## src/rtl/fetch_sequencer_if.sv

```systemverilog
// Fetch-sequencer bus: run-control, redirect and LUT-programming inputs plus fetch status outputs.
interface fetch_sequencer_if #(
  parameter int PC_W      = 10,
  parameter int INSTR_W   = 9,
  parameter int TGT_IDX_W = 3
);
  logic                 start;
  logic                 stall;
  logic                 branchTaken;
  logic [TGT_IDX_W-1:0] branchIdx;
  logic                 exception;
  logic [INSTR_W-1:0]   idInstr;
  logic                 lutWrEn;
  logic [TGT_IDX_W-1:0] lutWrIdx;
  logic [PC_W-1:0]      lutWrData;
  logic [PC_W-1:0]      pc;
  logic                 fetchValid;
  logic                 flush;
  logic                 busy;
  logic                 done;

  modport master (
    output start, stall, branchTaken, branchIdx, exception, idInstr,
           lutWrEn, lutWrIdx, lutWrData,
    input  pc, fetchValid, flush, busy, done
  );

  modport slave (
    input  start, stall, branchTaken, branchIdx, exception, idInstr,
           lutWrEn, lutWrIdx, lutWrData,
    output pc, fetchValid, flush, busy, done
  );
endinterface

```

## src/rtl/fetch_sequencer.sv

```systemverilog
// Program counter and run control: IDLE/RUN/DRAIN/DONE with a programmable branch-target LUT,
// exception vector and a counted drain after a halt instruction reaches IF/ID.
module fetch_sequencer #(
  parameter int                 PC_W         = 10,
  parameter int                 INSTR_W      = 9,
  parameter int                 TGT_IDX_W    = 3,
  parameter logic [INSTR_W-1:0] HALT_OPCODE  = 9'b111000000,
  parameter int                 DRAIN_CYCLES = 3,
  parameter logic [PC_W-1:0]    EXC_VECTOR   = '0
) (
  input logic               clk,
  input logic               reset,
  fetch_sequencer_if.slave  bus
);

  localparam int LUT_N = 1 << TGT_IDX_W;

  typedef enum logic [1:0] {IDLE, RUN, DRAIN, DONE} runState_t;

  runState_t       state, nextState;
  logic [PC_W-1:0] lut [LUT_N];
  logic [PC_W-1:0] pcReg;
  logic [PC_W-1:0] branchTarget;
  logic [3:0]      drainCnt;
  logic            doneReg;
  logic            inRun;
  logic            flushSig;
  logic            haltSeen;

  always_ff @(posedge clk) begin
    if (reset) state <= IDLE;
    else       state <= nextState;
  end

  always_comb begin
    nextState = state;
    case (state)
      IDLE:    if (bus.start) nextState = RUN;
      RUN:     if (haltSeen)  nextState = (DRAIN_CYCLES == 0) ? DONE : DRAIN;
      DRAIN:   if (drainCnt <= 4'd1) nextState = DONE;
      DONE:    if (bus.start) nextState = RUN;
      default: nextState = IDLE;
    endcase
  end

  // A halt that is being flushed in the same cycle never retires, so it must not stop the run.
  always_comb begin
    inRun    = (state == RUN);
    flushSig = inRun & (bus.exception | bus.branchTaken);
    haltSeen = inRun & (bus.idInstr == HALT_OPCODE) & ~flushSig;
  end

  assign bus.pc         = pcReg;
  assign bus.flush      = flushSig;
  assign bus.fetchValid = inRun & ~bus.stall;
  assign bus.busy       = inRun | (state == DRAIN);
  assign bus.done       = doneReg;

  // A LUT write to the entry being branched through is forwarded so the redirect sees the new target.
  always_comb begin
    branchTarget = lut[bus.branchIdx];
    if (bus.lutWrEn && (bus.lutWrIdx == bus.branchIdx)) branchTarget = bus.lutWrData;
  end

  always_ff @(posedge clk) begin
    if (reset) begin
      pcReg    <= '0;
      drainCnt <= '0;
      doneReg  <= 1'b0;
    end else begin
      doneReg <= (nextState == DONE);
      case (state)
        IDLE: pcReg <= '0;
        RUN: begin
          if (bus.exception)                 pcReg <= EXC_VECTOR;
          else if (bus.branchTaken)          pcReg <= branchTarget;
          else if (!bus.stall && !haltSeen)  pcReg <= pcReg + PC_W'(1);
          if (haltSeen) drainCnt <= 4'(DRAIN_CYCLES);
        end
        DRAIN: drainCnt <= drainCnt - 4'd1;
        DONE: if (bus.start) pcReg <= '0;
        default: pcReg <= pcReg;
      endcase
    end
  end

  always_ff @(posedge clk) begin
    if (reset) begin
      for (int i = 0; i < LUT_N; i++) lut[i] <= '0;
    end else if (bus.lutWrEn) begin
      lut[bus.lutWrIdx] <= bus.lutWrData;
    end
  end

endmodule
```

## src/flat_wrapper.sv

```systemverilog
// flat-port wrapper written by rule: the top's interface ports become plain ports
module fetch_sequencer_flat 
#(
  parameter int                 PC_W         = 10,
  parameter int                 INSTR_W      = 9,
  parameter int                 TGT_IDX_W    = 3,
  parameter logic [INSTR_W-1:0] HALT_OPCODE  = 9'b111000000,
  parameter int                 DRAIN_CYCLES = 3,
  parameter logic [PC_W-1:0]    EXC_VECTOR   = '0
)
  (clk, reset, bus_start, bus_stall, bus_branchTaken, bus_branchIdx, bus_exception, bus_idInstr, bus_lutWrEn, bus_lutWrIdx, bus_lutWrData, bus_pc, bus_fetchValid, bus_flush, bus_busy, bus_done);
  fetch_sequencer_if #(.PC_W(PC_W), .INSTR_W(INSTR_W), .TGT_IDX_W(TGT_IDX_W)) bus_i ();
  input logic clk;
  input logic reset;
  input wire logic [$bits(bus_i.start)-1:0] bus_start;
  input wire logic [$bits(bus_i.stall)-1:0] bus_stall;
  input wire logic [$bits(bus_i.branchTaken)-1:0] bus_branchTaken;
  input wire logic [$bits(bus_i.branchIdx)-1:0] bus_branchIdx;
  input wire logic [$bits(bus_i.exception)-1:0] bus_exception;
  input wire logic [$bits(bus_i.idInstr)-1:0] bus_idInstr;
  input wire logic [$bits(bus_i.lutWrEn)-1:0] bus_lutWrEn;
  input wire logic [$bits(bus_i.lutWrIdx)-1:0] bus_lutWrIdx;
  input wire logic [$bits(bus_i.lutWrData)-1:0] bus_lutWrData;
  output wire logic [$bits(bus_i.pc)-1:0] bus_pc;
  output wire logic [$bits(bus_i.fetchValid)-1:0] bus_fetchValid;
  output wire logic [$bits(bus_i.flush)-1:0] bus_flush;
  output wire logic [$bits(bus_i.busy)-1:0] bus_busy;
  output wire logic [$bits(bus_i.done)-1:0] bus_done;
  assign bus_i.start = bus_start;
  assign bus_i.stall = bus_stall;
  assign bus_i.branchTaken = bus_branchTaken;
  assign bus_i.branchIdx = bus_branchIdx;
  assign bus_i.exception = bus_exception;
  assign bus_i.idInstr = bus_idInstr;
  assign bus_i.lutWrEn = bus_lutWrEn;
  assign bus_i.lutWrIdx = bus_lutWrIdx;
  assign bus_i.lutWrData = bus_lutWrData;
  assign bus_pc = bus_i.pc;
  assign bus_fetchValid = bus_i.fetchValid;
  assign bus_flush = bus_i.flush;
  assign bus_busy = bus_i.busy;
  assign bus_done = bus_i.done;
  fetch_sequencer #(.PC_W(PC_W), .INSTR_W(INSTR_W), .TGT_IDX_W(TGT_IDX_W), .HALT_OPCODE(HALT_OPCODE), .DRAIN_CYCLES(DRAIN_CYCLES), .EXC_VECTOR(EXC_VECTOR)) u_core (.clk(clk), .reset(reset), .bus(bus_i));
endmodule
```

## config.mk

```make
export PLATFORM = sky130hd
export DESIGN_NAME = fetch_sequencer_flat
export DESIGN_NICKNAME = d
export VERILOG_FILES = /design/src/rtl/fetch_sequencer_if.sv /design/src/rtl/fetch_sequencer.sv /design/src/flat_wrapper.sv
export SDC_FILE = /design/constraint.sdc
export NUM_CORES = 1
export LEC_CHECK = 0
export ABC_AREA = 1
export CORE_ASPECT_RATIO = 0.75
export CORE_UTILIZATION = 26
export DETAILED_ROUTE_END_ITERATION = 8
export GPL_TIMING_DRIVEN = 0
export PLACE_DENSITY = 0.43
export SLEW_MARGIN = 20
export SYNTH_ARGS = -nofsm -noshare
export SYNTH_HDL_FRONTEND = slang
export SYNTH_SLANG_ARGS = --single-unit
```

## constraint.sdc

```tcl
create_clock -name clk -period 2.7 [get_ports clk]
set_clock_uncertainty 0.15 [all_clocks]
set_input_delay 0.27 -clock clk [delete_from_list [all_inputs] [get_ports clk]]
set_output_delay 0.27 -clock clk [all_outputs]
set_load 0.01 [all_outputs]
```

==> qor.tcl <==
set qor(die_w_um) 162
set qor(hpwlAfterDp_um) 10700
set qor(synth_fp_nets) 653
set qor(vdd_ir_drop_max_uv) 307
set qor(drtIter0Drc) 275
set qor(clock_latency_on_the_worst_skew_pair_ns) 0.36
set qor(cts_resized) 0
set qor(synth_async_sr_flop_share_pct) 0
set qor(final_antenna_net_count) 0
set qor(worstMarginPinSlew_ns) 0.952
set qor(numCtsBuffers) 9
set qor(count_of_flip_flops_with_a_built_in_enable_after_synthesis) 80
set qor(setup_total_negative_slack_ns) 0
set qor(status) {finished clean}
set qor(worst_ep_arrival_time_ns) 2.22
set qor(leakage_nw) 2.37
set qor(avgViaCountPerCell) 4.54
set qor(synth_area_in_compound_gates_pct) 6.48
set qor(synth-adder-area-share_pct) 1.75
set qor(synth_simple_gate_area_share_pct) 30.8
set qor(cts_hold_bufs) 0
set qor(die_area_sq_um) 19800
set qor(start_util_pct) 26.8
set qor(num_antenna_cells) 0
set qor(port_buffers) 44
set qor(cts_tree) {yes}
set qor(max_freq_ghz) 0.422
set qor(initial_antenna_violation_count) 0
set qor(synthMuxAreaShare_pct) 0
set qor(drt-wirelength-per-cell_um) 16.1
set qor(maxSlewHeadroom_pct) 36.5
set qor(globalRouteOverflowTotal) 0
set qor(ys_seq_area_share_pct) 54.9
set qor(drcViolationCount) 0
set qor(synthesis.yosys.warnings) 0
set qor(synthToLayoutAreaGrowth_pct) 20.9
set qor(clock-sinks) 97
set qor(htree_levels) 3
set qor(ys_dominant_reg_cell) {edfxtp_1}
set qor(first_pass_iters) 5
set qor(synth-xor-area-share_pct) 0.175
set qor(layout.nets) 708
set qor(cp_max_fo) 10
set qor(power.density_nw_per_um2) 571
set qor(final_critical_path_setup_slack_ns) 0.332
set qor(final_area_sq_um) 6040
set qor(syn_inst) 614
set qor(chipHeight_um) 122
set qor(rsz0062_at_grt) {false}
set qor(final_period_minus_worst_setup_slack_ns) 2.37
set qor(finalPower_mw) 3.45
set qor(timing.critical_path.from_type) {input port}
set qor(synth_top_family_by_area) {simple AND/OR/NAND/NOR gates}
set qor(total_routing_resource_utilization_after_global_routing_pct) 15.7
set qor(min-delay-path-class) {reg -> reg}
set qor(maximum_number_of_pins_on_one_net_before_global_route_repair) 17
set qor(finalCritPeriodShare_pct) 87.7
set qor(grt_pass1_wl_um) 22400
set qor(i_o_pin_count) 46
set qor(finalHoldViolations) 0
set qor(place_congestion) 0.808
set qor(clk_transition_reported_paths_ns) 0.07
set qor(first_global_vias) 3844
set qor(synth.avg_cell_area_sq_um) 8.14
set qor(postLayoutCoreUtil_pct) 32.4
set qor(buffers_inserted_by_post_cts_timing_repair) 0
set qor(clockBufferDepth) 2
set qor(netlist-cell-type-count) 30
set qor(path_class) {in -> reg}
set qor(post_synth_instance_area_sq_um) 5000
set qor(placed_cell_area_sq_um) 5750
set qor(finalWirelength_um) 14900
set qor(worstPathRequired_ns) 2.55
set qor(dr_total_vias) 4184
set qor(cp-end-kind) {register}
set qor(yosysTopAreaCell) {edfxtp_1}
set qor(root_buf_cell) {clkbuf_16}
set qor(fp.coreArea_sq_um) 18700
set qor(post_route_cells_drive_above_1_share_pct) 6.68
set qor(max_cap_viol_count) 0
set qor(report.final.setup_viol) 0
set qor(yosys-top-cells-area) {edfxtp_1, nor2_1, nand2_1}
set qor(yosysTopAreaCellShare_pct) 48.1
set qor(worst_case_setup_slack_after_placement_ns) -0.0865
set qor(max_slew_violations) 0
set qor(placementRows) 43
set qor(ys_ff_latch) 97
-- cell type report --
cell class                      instances  area, sq um
Tap cell                              247          309
Clock buffer                            9          225
Clock inverter                          7         71.3
Multi-Input combinational cell        444         1960
Fill cell                            1965        12600
Buffer                                 27          121
Sequential cell                        97         2740
Inverter                               46          173
Timing Repair Buffer                   44          440
-- power breakdown --
group / total [mW] / leakage, nW / internal (mW) / switching (mW)
clock network: 1.30 / 0.137 / 0.716 / 0.586
logic: 0.422 / 1.33 / 0.143 / 0.279
registers: 1.73 / 0.904 / 1.70 / 0.0272
total: 3.45 / 2.37 / 2.56 / 0.892
-- final timing paths --
path                                       start          endpoint  slack, ns  cells after the start
worst max-delay path                       reset  u_core.lut[1][7]       0.33                      7
worst min-delay path            u_core.bus.pc[1]  u_core.bus.pc[1]       0.36                      2
worst max register to register   u_core.state[0]  u_core.bus.pc[5]       0.46                      8
worst min register to register  u_core.bus.pc[1]  u_core.bus.pc[1]       0.36                      2
-- sequential cells by signal, summed over array words and instances, names as in the netlist --
register and flops:
u_core.lut 80, u_core.bus.pc 10, u_core.drainCnt 4, u_core.state 2
u_core.bus.done 1
-- critical path, stage by stage --
cell and delay, ns:
clkdlybuf4s50_1 0.52, inv_1 0.18, nand2_1 0.08, nor2_1 0.29, nand2_1 0.13, clkbuf_1 0.29, nand2_1 0.46
-- metrics by stage --
stage | instances | hold WS (ns)
floorplan | 614 | 0.189
global placement | 905 | 0.336
global route | 921 | 0.378
CTS | 921 | 0.360
detailed placement | 905 | 0.348
finish | 921 | 0.357
-- cells in the final DEF, fill, tap and decap left out, types with 3 or more instances in the layout --
| cell | instances |
|---|---|
| ha_1 | 7 |
| clkinv_1 | 8 |
| nor2_1 | 196 |
| nand2_4 | 3 |
| buf_2 | 10 |
| dfxtp_1 | 17 |
| nand2_2 | 3 |
| nand4_1 | 8 |
| inv_2 | 5 |
| edfxtp_1 | 80 |
| nor2_4 | 3 |
| nor3_1 | 6 |
| clkbuf_1 | 14 |
| inv_1 | 33 |
| o21ai_1 | 17 |
| clkbuf_16 | 9 |
| a21oi_1 | 9 |
| clkinvlp_4 | 3 |
| nand3_1 | 35 |
| o21ai_0 | 30 |
| nand2_1 | 115 |
| clkdlybuf4s50_1 | 44 |
-- cells by family after synthesis --
logic type / count (synthesis)
simple gates: 374
flops: 97
buf+inv: 73
compound gates: 62
fa+ha+maj: 7
xor+xnor: 1
-- cell usage after synthesis, drive strengths merged, types with 8 or more instances --
cell type  instances
a21oi              9
buf               13
nand4              8
clkinv             8
nand3             35
nand2            121
inv               38
clkbuf            14
edfxtp            80
o21ai             48
dfxtp             17
nor2             201
-- metal layers --
metal  routed length, um  vias up  share of wire [%]  GRT usage (%)
li1                    -     2104                  -              -
met2                6550       92                 44           23.1
met3                 887       12                6.0           3.58
met5                   0        -                  0              0
met1                7270     1976                 49           22.9
met4                 156        0                1.0           4.07
Note: power is estimated with default switching activity, not from simulation.
